===== config.mk =====
export PLATFORM = sky130hd
export DESIGN_NAME = hazard_mc_flat
export DESIGN_NICKNAME = d
export VERILOG_FILES = /design/src/rtl/hazard_mc_if.sv /design/src/rtl/hazard_mc.sv /design/src/flat_wrapper.sv
export SDC_FILE = /design/constraint.sdc
export NUM_CORES = 1
export LEC_CHECK = 0
export ABC_CLOCK_PERIOD_IN_PS = 4500
export BUFFER_PORTS_ARGS = -buffer_cell sky130_fd_sc_hd__buf_4
export CAP_MARGIN = 20
export CELL_PAD_IN_SITES_DETAIL_PLACEMENT = 2
export CELL_PAD_IN_SITES_GLOBAL_PLACEMENT = 2
export CORE_ASPECT_RATIO = 0.7
export CORE_MARGIN = 4
export CORE_UTILIZATION = 25
export DETAILED_ROUTE_END_ITERATION = 10
export MAX_ROUTING_LAYER = met4
export PLACE_DENSITY = 0.89
export SLEW_MARGIN = 40
export SYNTH_ARGS = -nofsm -noshare
export SYNTH_HDL_FRONTEND = slang
export SYNTH_SLANG_ARGS = --single-unit

===== constraint.sdc =====
create_clock -name clk -period 4.5 [get_ports clk]
set_input_delay 0.675 -clock clk [delete_from_list [all_inputs] [get_ports clk]]
set_output_delay 0.675 -clock clk [all_outputs]
set_load 0.1 [all_outputs]

===== src/rtl/hazard_mc_if.sv =====
// Hazard-unit bundle: D/E/M/W register fields and controls toward the hazard
// unit, stall/flush/forward selects back to the datapath.
interface hazard_mc_if #(
    parameter int REGW = 5
);
    logic [REGW-1:0] rsD, rtD;
    logic            branchD, jrD;
    logic [REGW-1:0] rsE, rtE, writeregE;
    logic            regwriteE, memtoregE, mdstartE;
    logic [REGW-1:0] writeregM;
    logic            regwriteM, memtoregM, excM;
    logic [REGW-1:0] writeregW;
    logic            regwriteW;
    logic            forwardaD, forwardbD;
    logic [1:0]      forwardaE, forwardbE;
    logic            stallF, stallD, stallE;
    logic            flushD, flushE, flushM;
    logic            md_busy, md_done;

    modport master (
        output rsD, rtD, branchD, jrD,
        output rsE, rtE, writeregE, regwriteE, memtoregE, mdstartE,
        output writeregM, regwriteM, memtoregM, excM,
        output writeregW, regwriteW,
        input  forwardaD, forwardbD, forwardaE, forwardbE,
        input  stallF, stallD, stallE, flushD, flushE, flushM,
        input  md_busy, md_done
    );

    modport slave (
        input  rsD, rtD, branchD, jrD,
        input  rsE, rtE, writeregE, regwriteE, memtoregE, mdstartE,
        input  writeregM, regwriteM, memtoregM, excM,
        input  writeregW, regwriteW,
        output forwardaD, forwardbD, forwardaE, forwardbE,
        output stallF, stallD, stallE, flushD, flushE, flushM,
        output md_busy, md_done
    );
endinterface


===== src/rtl/hazard_mc.sv =====
// Hazard/forwarding unit for the 5-stage MIPS pipeline with a MUL/DIV busy FSM
// and M-stage exception flush. Define HAZARD_STATS_EN to add statistics counters.
module hazard_mc #(
    parameter int REGW       = 5,
    parameter int MD_LATENCY = 32,
    parameter int CNTW       = 8,
    parameter int STATW      = 32
) (
    input  logic             clk,
    input  logic             rst,
`ifdef HAZARD_STATS_EN
    output logic [STATW-1:0] stall_cycles,
    output logic [STATW-1:0] md_cycles,
    output logic [STATW-1:0] flush_events,
`endif
    hazard_mc_if.slave       hz
);

    if ((2 ** CNTW) <= MD_LATENCY || MD_LATENCY < 2 || MD_LATENCY > 255 || STATW < 1) begin : gBadParams
        $error("hazard_mc: illegal parameter combination");
    end

    typedef enum logic [1:0] {IDLE, BUSY, DONE} mdState_e;

    mdState_e        state, stateNext;
    logic [CNTW-1:0] cnt, cntNext;
    logic            lwStall, brStall, mdStall;

    // A dependency exists only on a live producer and a non-$0 source.
    function automatic logic depHit(input logic [REGW-1:0] src,
                                    input logic [REGW-1:0] dst,
                                    input logic            en);
        return en && (src != '0) && (src == dst);
    endfunction

    function automatic logic [1:0] fwdSelE(input logic [REGW-1:0] src,
                                           input logic [REGW-1:0] wrM,
                                           input logic            rwM,
                                           input logic [REGW-1:0] wrW,
                                           input logic            rwW);
        if (depHit(src, wrM, rwM)) return 2'b10;
        if (depHit(src, wrW, rwW)) return 2'b01;
        return 2'b00;
    endfunction

    always_comb begin
        lwStall = depHit(hz.rsD, hz.writeregE, hz.memtoregE) ||
                  depHit(hz.rtD, hz.writeregE, hz.memtoregE);
        // JR only reads rs; a conditional branch compares both sources.
        brStall = (hz.branchD || hz.jrD) &&
                  (depHit(hz.rsD, hz.writeregE, hz.regwriteE) ||
                   depHit(hz.rsD, hz.writeregM, hz.memtoregM) ||
                   (hz.branchD && (depHit(hz.rtD, hz.writeregE, hz.regwriteE) ||
                                   depHit(hz.rtD, hz.writeregM, hz.memtoregM))));
        mdStall = ((state == IDLE) && hz.mdstartE) || (state == BUSY);
    end

    always_ff @(posedge clk) begin
        if (rst) begin
            state <= IDLE;
            cnt   <= '0;
        end else begin
            state <= stateNext;
            cnt   <= cntNext;
        end
    end

    always_comb begin
        stateNext = state;
        cntNext   = cnt;
        case (state)
            IDLE: if (hz.mdstartE) begin
                stateNext = BUSY;
                cntNext   = CNTW'(MD_LATENCY - 1);
            end
            BUSY: if (cnt == '0) stateNext = DONE;
                  else           cntNext   = cnt - 1'b1;
            DONE:    stateNext = IDLE;
            default: stateNext = IDLE;
        endcase
        // An exception aborts any MUL/DIV in flight and blocks a new start.
        if (hz.excM) begin
            stateNext = IDLE;
            cntNext   = '0;
        end
    end

    always_comb begin
        hz.forwardaD = 1'b0;
        hz.forwardbD = 1'b0;
        hz.forwardaE = 2'b00;
        hz.forwardbE = 2'b00;
        hz.stallF    = 1'b0;
        hz.stallD    = 1'b0;
        hz.stallE    = 1'b0;
        hz.flushD    = 1'b0;
        hz.flushE    = 1'b0;
        hz.flushM    = 1'b0;
        hz.md_busy   = 1'b0;
        hz.md_done   = 1'b0;
        if (rst) begin
            hz.flushD = 1'b1;
            hz.flushE = 1'b1;
            hz.flushM = 1'b1;
        end else begin
            hz.forwardaD = depHit(hz.rsD, hz.writeregM, hz.regwriteM);
            hz.forwardbD = depHit(hz.rtD, hz.writeregM, hz.regwriteM);
            hz.forwardaE = fwdSelE(hz.rsE, hz.writeregM, hz.regwriteM, hz.writeregW, hz.regwriteW);
            hz.forwardbE = fwdSelE(hz.rtE, hz.writeregM, hz.regwriteM, hz.writeregW, hz.regwriteW);
            hz.md_busy   = (state == BUSY);
            hz.md_done   = (state == DONE);
            if (hz.excM) begin
                hz.flushD = 1'b1;
                hz.flushE = 1'b1;
                hz.flushM = 1'b1;
            end else begin
                hz.stallF = mdStall || lwStall || brStall;
                hz.stallD = mdStall || lwStall || brStall;
                hz.stallE = mdStall;
                hz.flushE = !mdStall && (lwStall || brStall);
                hz.flushM = mdStall;
            end
        end
    end

`ifdef HAZARD_STATS_EN
    function automatic logic [STATW-1:0] satInc(input logic [STATW-1:0] v);
        return (&v) ? v : v + 1'b1;
    endfunction

    always_ff @(posedge clk) begin
        if (rst) begin
            stall_cycles <= '0;
            md_cycles    <= '0;
            flush_events <= '0;
        end else begin
            if (hz.stallF)  stall_cycles <= satInc(stall_cycles);
            if (hz.md_busy) md_cycles    <= satInc(md_cycles);
            if (hz.excM)    flush_events <= satInc(flush_events);
        end
    end
`endif

endmodule

===== src/flat_wrapper.sv =====
// flat-port wrapper written by rule: the top's interface ports become plain ports
module hazard_mc_flat 
#(
    parameter int REGW       = 5,
    parameter int MD_LATENCY = 32,
    parameter int CNTW       = 8,
    parameter int STATW      = 32
)
  (clk, rst, hz_rsD, hz_rtD, hz_branchD, hz_jrD, hz_rsE, hz_rtE, hz_writeregE, hz_regwriteE, hz_memtoregE, hz_mdstartE, hz_writeregM, hz_regwriteM, hz_memtoregM, hz_excM, hz_writeregW, hz_regwriteW, hz_forwardaD, hz_forwardbD, hz_forwardaE, hz_forwardbE, hz_stallF, hz_stallD, hz_stallE, hz_flushD, hz_flushE, hz_flushM, hz_md_busy, hz_md_done);
  hazard_mc_if #(.REGW(REGW)) hz_i ();
  input  logic clk;
  input  logic rst;
  input wire logic [$bits(hz_i.rsD)-1:0] hz_rsD;
  input wire logic [$bits(hz_i.rtD)-1:0] hz_rtD;
  input wire logic [$bits(hz_i.branchD)-1:0] hz_branchD;
  input wire logic [$bits(hz_i.jrD)-1:0] hz_jrD;
  input wire logic [$bits(hz_i.rsE)-1:0] hz_rsE;
  input wire logic [$bits(hz_i.rtE)-1:0] hz_rtE;
  input wire logic [$bits(hz_i.writeregE)-1:0] hz_writeregE;
  input wire logic [$bits(hz_i.regwriteE)-1:0] hz_regwriteE;
  input wire logic [$bits(hz_i.memtoregE)-1:0] hz_memtoregE;
  input wire logic [$bits(hz_i.mdstartE)-1:0] hz_mdstartE;
  input wire logic [$bits(hz_i.writeregM)-1:0] hz_writeregM;
  input wire logic [$bits(hz_i.regwriteM)-1:0] hz_regwriteM;
  input wire logic [$bits(hz_i.memtoregM)-1:0] hz_memtoregM;
  input wire logic [$bits(hz_i.excM)-1:0] hz_excM;
  input wire logic [$bits(hz_i.writeregW)-1:0] hz_writeregW;
  input wire logic [$bits(hz_i.regwriteW)-1:0] hz_regwriteW;
  output wire logic [$bits(hz_i.forwardaD)-1:0] hz_forwardaD;
  output wire logic [$bits(hz_i.forwardbD)-1:0] hz_forwardbD;
  output wire logic [$bits(hz_i.forwardaE)-1:0] hz_forwardaE;
  output wire logic [$bits(hz_i.forwardbE)-1:0] hz_forwardbE;
  output wire logic [$bits(hz_i.stallF)-1:0] hz_stallF;
  output wire logic [$bits(hz_i.stallD)-1:0] hz_stallD;
  output wire logic [$bits(hz_i.stallE)-1:0] hz_stallE;
  output wire logic [$bits(hz_i.flushD)-1:0] hz_flushD;
  output wire logic [$bits(hz_i.flushE)-1:0] hz_flushE;
  output wire logic [$bits(hz_i.flushM)-1:0] hz_flushM;
  output wire logic [$bits(hz_i.md_busy)-1:0] hz_md_busy;
  output wire logic [$bits(hz_i.md_done)-1:0] hz_md_done;
  assign hz_i.rsD = hz_rsD;
  assign hz_i.rtD = hz_rtD;
  assign hz_i.branchD = hz_branchD;
  assign hz_i.jrD = hz_jrD;
  assign hz_i.rsE = hz_rsE;
  assign hz_i.rtE = hz_rtE;
  assign hz_i.writeregE = hz_writeregE;
  assign hz_i.regwriteE = hz_regwriteE;
  assign hz_i.memtoregE = hz_memtoregE;
  assign hz_i.mdstartE = hz_mdstartE;
  assign hz_i.writeregM = hz_writeregM;
  assign hz_i.regwriteM = hz_regwriteM;
  assign hz_i.memtoregM = hz_memtoregM;
  assign hz_i.excM = hz_excM;
  assign hz_i.writeregW = hz_writeregW;
  assign hz_i.regwriteW = hz_regwriteW;
  assign hz_forwardaD = hz_i.forwardaD;
  assign hz_forwardbD = hz_i.forwardbD;
  assign hz_forwardaE = hz_i.forwardaE;
  assign hz_forwardbE = hz_i.forwardbE;
  assign hz_stallF = hz_i.stallF;
  assign hz_stallD = hz_i.stallD;
  assign hz_stallE = hz_i.stallE;
  assign hz_flushD = hz_i.flushD;
  assign hz_flushE = hz_i.flushE;
  assign hz_flushM = hz_i.flushM;
  assign hz_md_busy = hz_i.md_busy;
  assign hz_md_done = hz_i.md_done;
  hazard_mc #(.REGW(REGW), .MD_LATENCY(MD_LATENCY), .CNTW(CNTW), .STATW(STATW)) u_core (.clk(clk), .rst(rst), .hz(hz_i));
endmodule

==> results.py <==
metrics = {
    "synth": {
        "async_reset_ff_share_pct": 0,
        "yosysSeqAreaShare_pct": 17.7,
        "synth_cell_types": 34,
        "yosys_most_used_dff": "dfxtp_1",
        "ys_ff_latch": 10,
        "synth_edf_count": 0,
        "synth_fp_nets": 189,
        "yosys_warnings": 0,
        "synth_cells": 141,
        "syn_area_um2": 1130,
        "syn_area_per_cell_um2": 8.04,
    },
    "routing": {
        "detail_route.iter0.violations": 32,
        "routedWlPerCell_um": 16.8,
        "drc_errors": 0,
        "first_pass_iters": 4,
        "vias": 1243,
        "viasPerCell": 4.86,
        "finalWirelength_um": 4310,
        "ant_nets": 0,
    },
    "timing": {
        "period_needed_ns": 3.05,
        "final.setup.tns_ns": 0,
        "worst_slack_ns": 1.45,
        "setup_violations": 0,
        "slew_violations": 0,
        "rsz0062_at_grt": "no",
        "hold_viol_final": 0,
        "worst_slew_margin_rel_pct": 70.2,
        "tightest_slew_ns": 0.446,
        "fin_crit_sh_pct": 67.8,
        "fmaxAchievable_mhz": 328,
        "skew_ns": 0.00101,
    },
    "global_route": {
        "grt_use_met2_pct": 27.1,
        "grt_pass1_wl_um": 6970,
        "overflow": 0,
        "busiest_layer": "met2",
        "track_usage_pct": 16.5,
        "grtUsageMet1_pct": 20.2,
        "grt_pass1_vias": 1394,
        "grt_max_degree": 10,
        "antenna_found_initial": 0,
        "grt_use_met3_pct": 4.25,
    },
    "worst_setup_path": {
        "cp_cell_sequence": "buf_4 -> xor2_1 -> or4_1 -> nor4_1 -> a41oi_1 -> a31oi_2 -> buf_4",
        "startpoint_type": "input port",
        "path_class": "in -> out",
        "critPathRequiredTime_ns": 3.83,
        "cp-end-kind": "output pin",
        "slowest_delay_ns": 0.50,
        "cpMostUsedCell": "buf_4",
        "critPathMaxFanout": 2,
        "worstPathArrival_ns": 2.38,
        "r2r_cells": 7,
        "crit_path_top_delay_cell": "or4_1",
    },
    "clocking": {
        "clkTransAtPathRegs_ns": 0.05,
        "clkSinkCount": 10,
        "post_cts_resized": 0,
        "postCtsSetupRepairBufs": 0,
        "clock_latency_ns": 0.24,
        "cts_tree": "yes",
        "cts-buffers-inserted": 3,
        "cts_max_level": 1,
        "clock_path_buffers": 2,
        "hold_buffers": 0,
        "root_buffer": "clkbuf_8",
    },
    "die": {
        "placementRows": 20,
        "io_pins": 60,
        "die_w_um": 88.5,
        "die_y_um": 64.3,
        "start_util_pct": 26.0,
        "die_area_um2": 5690,
        "core_um2": 4350,
    },
    "min_path": {
        "hold_depth": 1,
        "hold_path.class": "reg -> reg",
    },
    "layout": {
        "final_util_pct": 39.2,
        "syn2layout_area_growth_pct": 50.6,
        "fin_cells": 256,
        "drive_gt1_share_pct": 36.3,
        "n_fill_cell": 529,
        "diodes": 0,
        "fin_nets": 250,
    },
    "place": {
        "gp_congestion": 0.837,
        "dp_cells": 252,
        "place_ws_ns": 1.41,
        "io_buffers": 59,
        "dp_hpwl_um": 3910,
    },
    "power_and_ir_drop": {
        "p_leak_nw": 0.678,
        "vdd_ir_drop_max_uv": 149,
        "power_density_nw_per_um2": 221,
    },
    "outcome": {
        "status": "finished clean",
    },
    "flow_run": {
        "maxCapViolCount": 0,
    },
}
-- report_power, final --
group          total (mW)  internal (mW)  switching [mW]
logic               0.164         0.0709          0.0928
registers          0.0978         0.0927         0.00518
clock network       0.115         0.0771          0.0377
total               0.376          0.241           0.136
-- flip-flops by register name, indices dropped and copies added (netlist names) --
signal        cells
u_core.state      2
u_core.cnt        8
-- layout make-up --
class                      count  area, um^2  area share (%)
multi-input combinational    124         925            54.2
timing repair buffer          59         443            26.0
sequential                    10         200            11.7
tap                           55        68.8            4.03
clock buffer                   4        55.1            3.23
inverter                       4        15.0           0.880
-- final timing paths --
check | slack, ns | endpoint | start
worst max-delay path | 1.45 | hz_stallD | hz_writeregE[3]
worst min-delay path | 0.52 | u_core.cnt[0]$_SDFFE_PP0P_ | u_core.cnt[0]$_SDFFE_PP0P_
worst max register to register | 2.81 | u_core.cnt[1]$_SDFFE_PP0P_ | u_core.cnt[0]$_SDFFE_PP0P_
worst min register to register | 0.52 | u_core.cnt[0]$_SDFFE_PP0P_ | u_core.cnt[0]$_SDFFE_PP0P_
-- cell usage in the layout (no fill, tap or decap), types with 2 or more instances in the layout --
master,instances
nand2_1,6
nor2_1,16
or4_1,5
nor4_1,5
ha_1,2
a311oi_1,2
xnor2_1,28
dfxtp_1,10
clkbuf_8,4
a21oi_1,3
and3b_1,2
nand4_1,4
buf_4,59
xor2_1,17
and2_2,3
inv_1,3
nor3_1,2
nor2b_1,5
o211ai_1,2
nor4_2,2
a211oi_1,2
nand3_1,4
-- synthesized netlist by cell type, drive strengths merged, types with 2 or more instances --
| cell type | n | share of area (%) |
|---|---|---|
| a211oi | 2 | 1.3 |
| a21oi | 3 | 1.3 |
| a311oi | 2 | 1.5 |
| a31oi | 3 | 3.0 |
| and2 | 3 | 2.0 |
| and3b | 2 | 1.5 |
| clkbuf | 2 | 0.66 |
| dfxtp | 10 | 18 |
| ha | 2 | 2.2 |
| inv | 3 | 0.99 |
| nand2 | 6 | 2.0 |
| nand3 | 4 | 1.8 |
| nand4 | 4 | 2.2 |
| nor2 | 17 | 5.6 |
| nor2b | 5 | 2.8 |
| nor3 | 2 | 0.88 |
| nor4 | 8 | 5.7 |
| o211ai | 2 | 1.3 |
| or4 | 5 | 3.3 |
| xnor2 | 28 | 22 |
| xor2 | 17 | 13 |
-- routing by layer --
layer / part of all wire (%) / vias up
li1: - / 623
met1: 44 / 580
met2: 48 / 38
met3: 7.5 / 2
met4: 0.49 / 0
met5: 0 / -
-- cells by family after synthesis --
| kind of cell | after synthesis | synth area share (%) |
|---|---|---|
| AND/OR/NAND/NOR | 62 | 32.0 |
| XOR/XNOR | 45 | 34.8 |
| adder cells (fa/ha/maj) | 2 | 2.21 |
| AO/OA/AOI/OAI | 15 | 10.7 |
| buffers and inverters | 7 | 2.65 |
| flip-flops | 10 | 17.7 |
-- worst max-delay path: cells and delay by family --
family / cells / cell delay (ns)
buffers and inverters: 2 / 0.45
AND/OR/NAND/NOR: 2 / 0.73
XOR/XNOR: 1 / 0.15
AO/OA/AOI/OAI: 2 / 0.38
-- per-stage QoR --
stage | instance area, um^2 | hold WS, ns | total power [mW]
2_1_floorplan | 1150 | 0.460 | 0.197
3_3_place_gp | 1650 | 0.483 | 0.259
3_5_place_dp | 1650 | 0.512 | 0.265
4_1_cts | 1710 | 0.518 | 0.382
5_1_grt | 1710 | 0.561 | 0.401
6_report | 1710 | 0.515 | 0.376
Power figures use the tool's default switching activity.
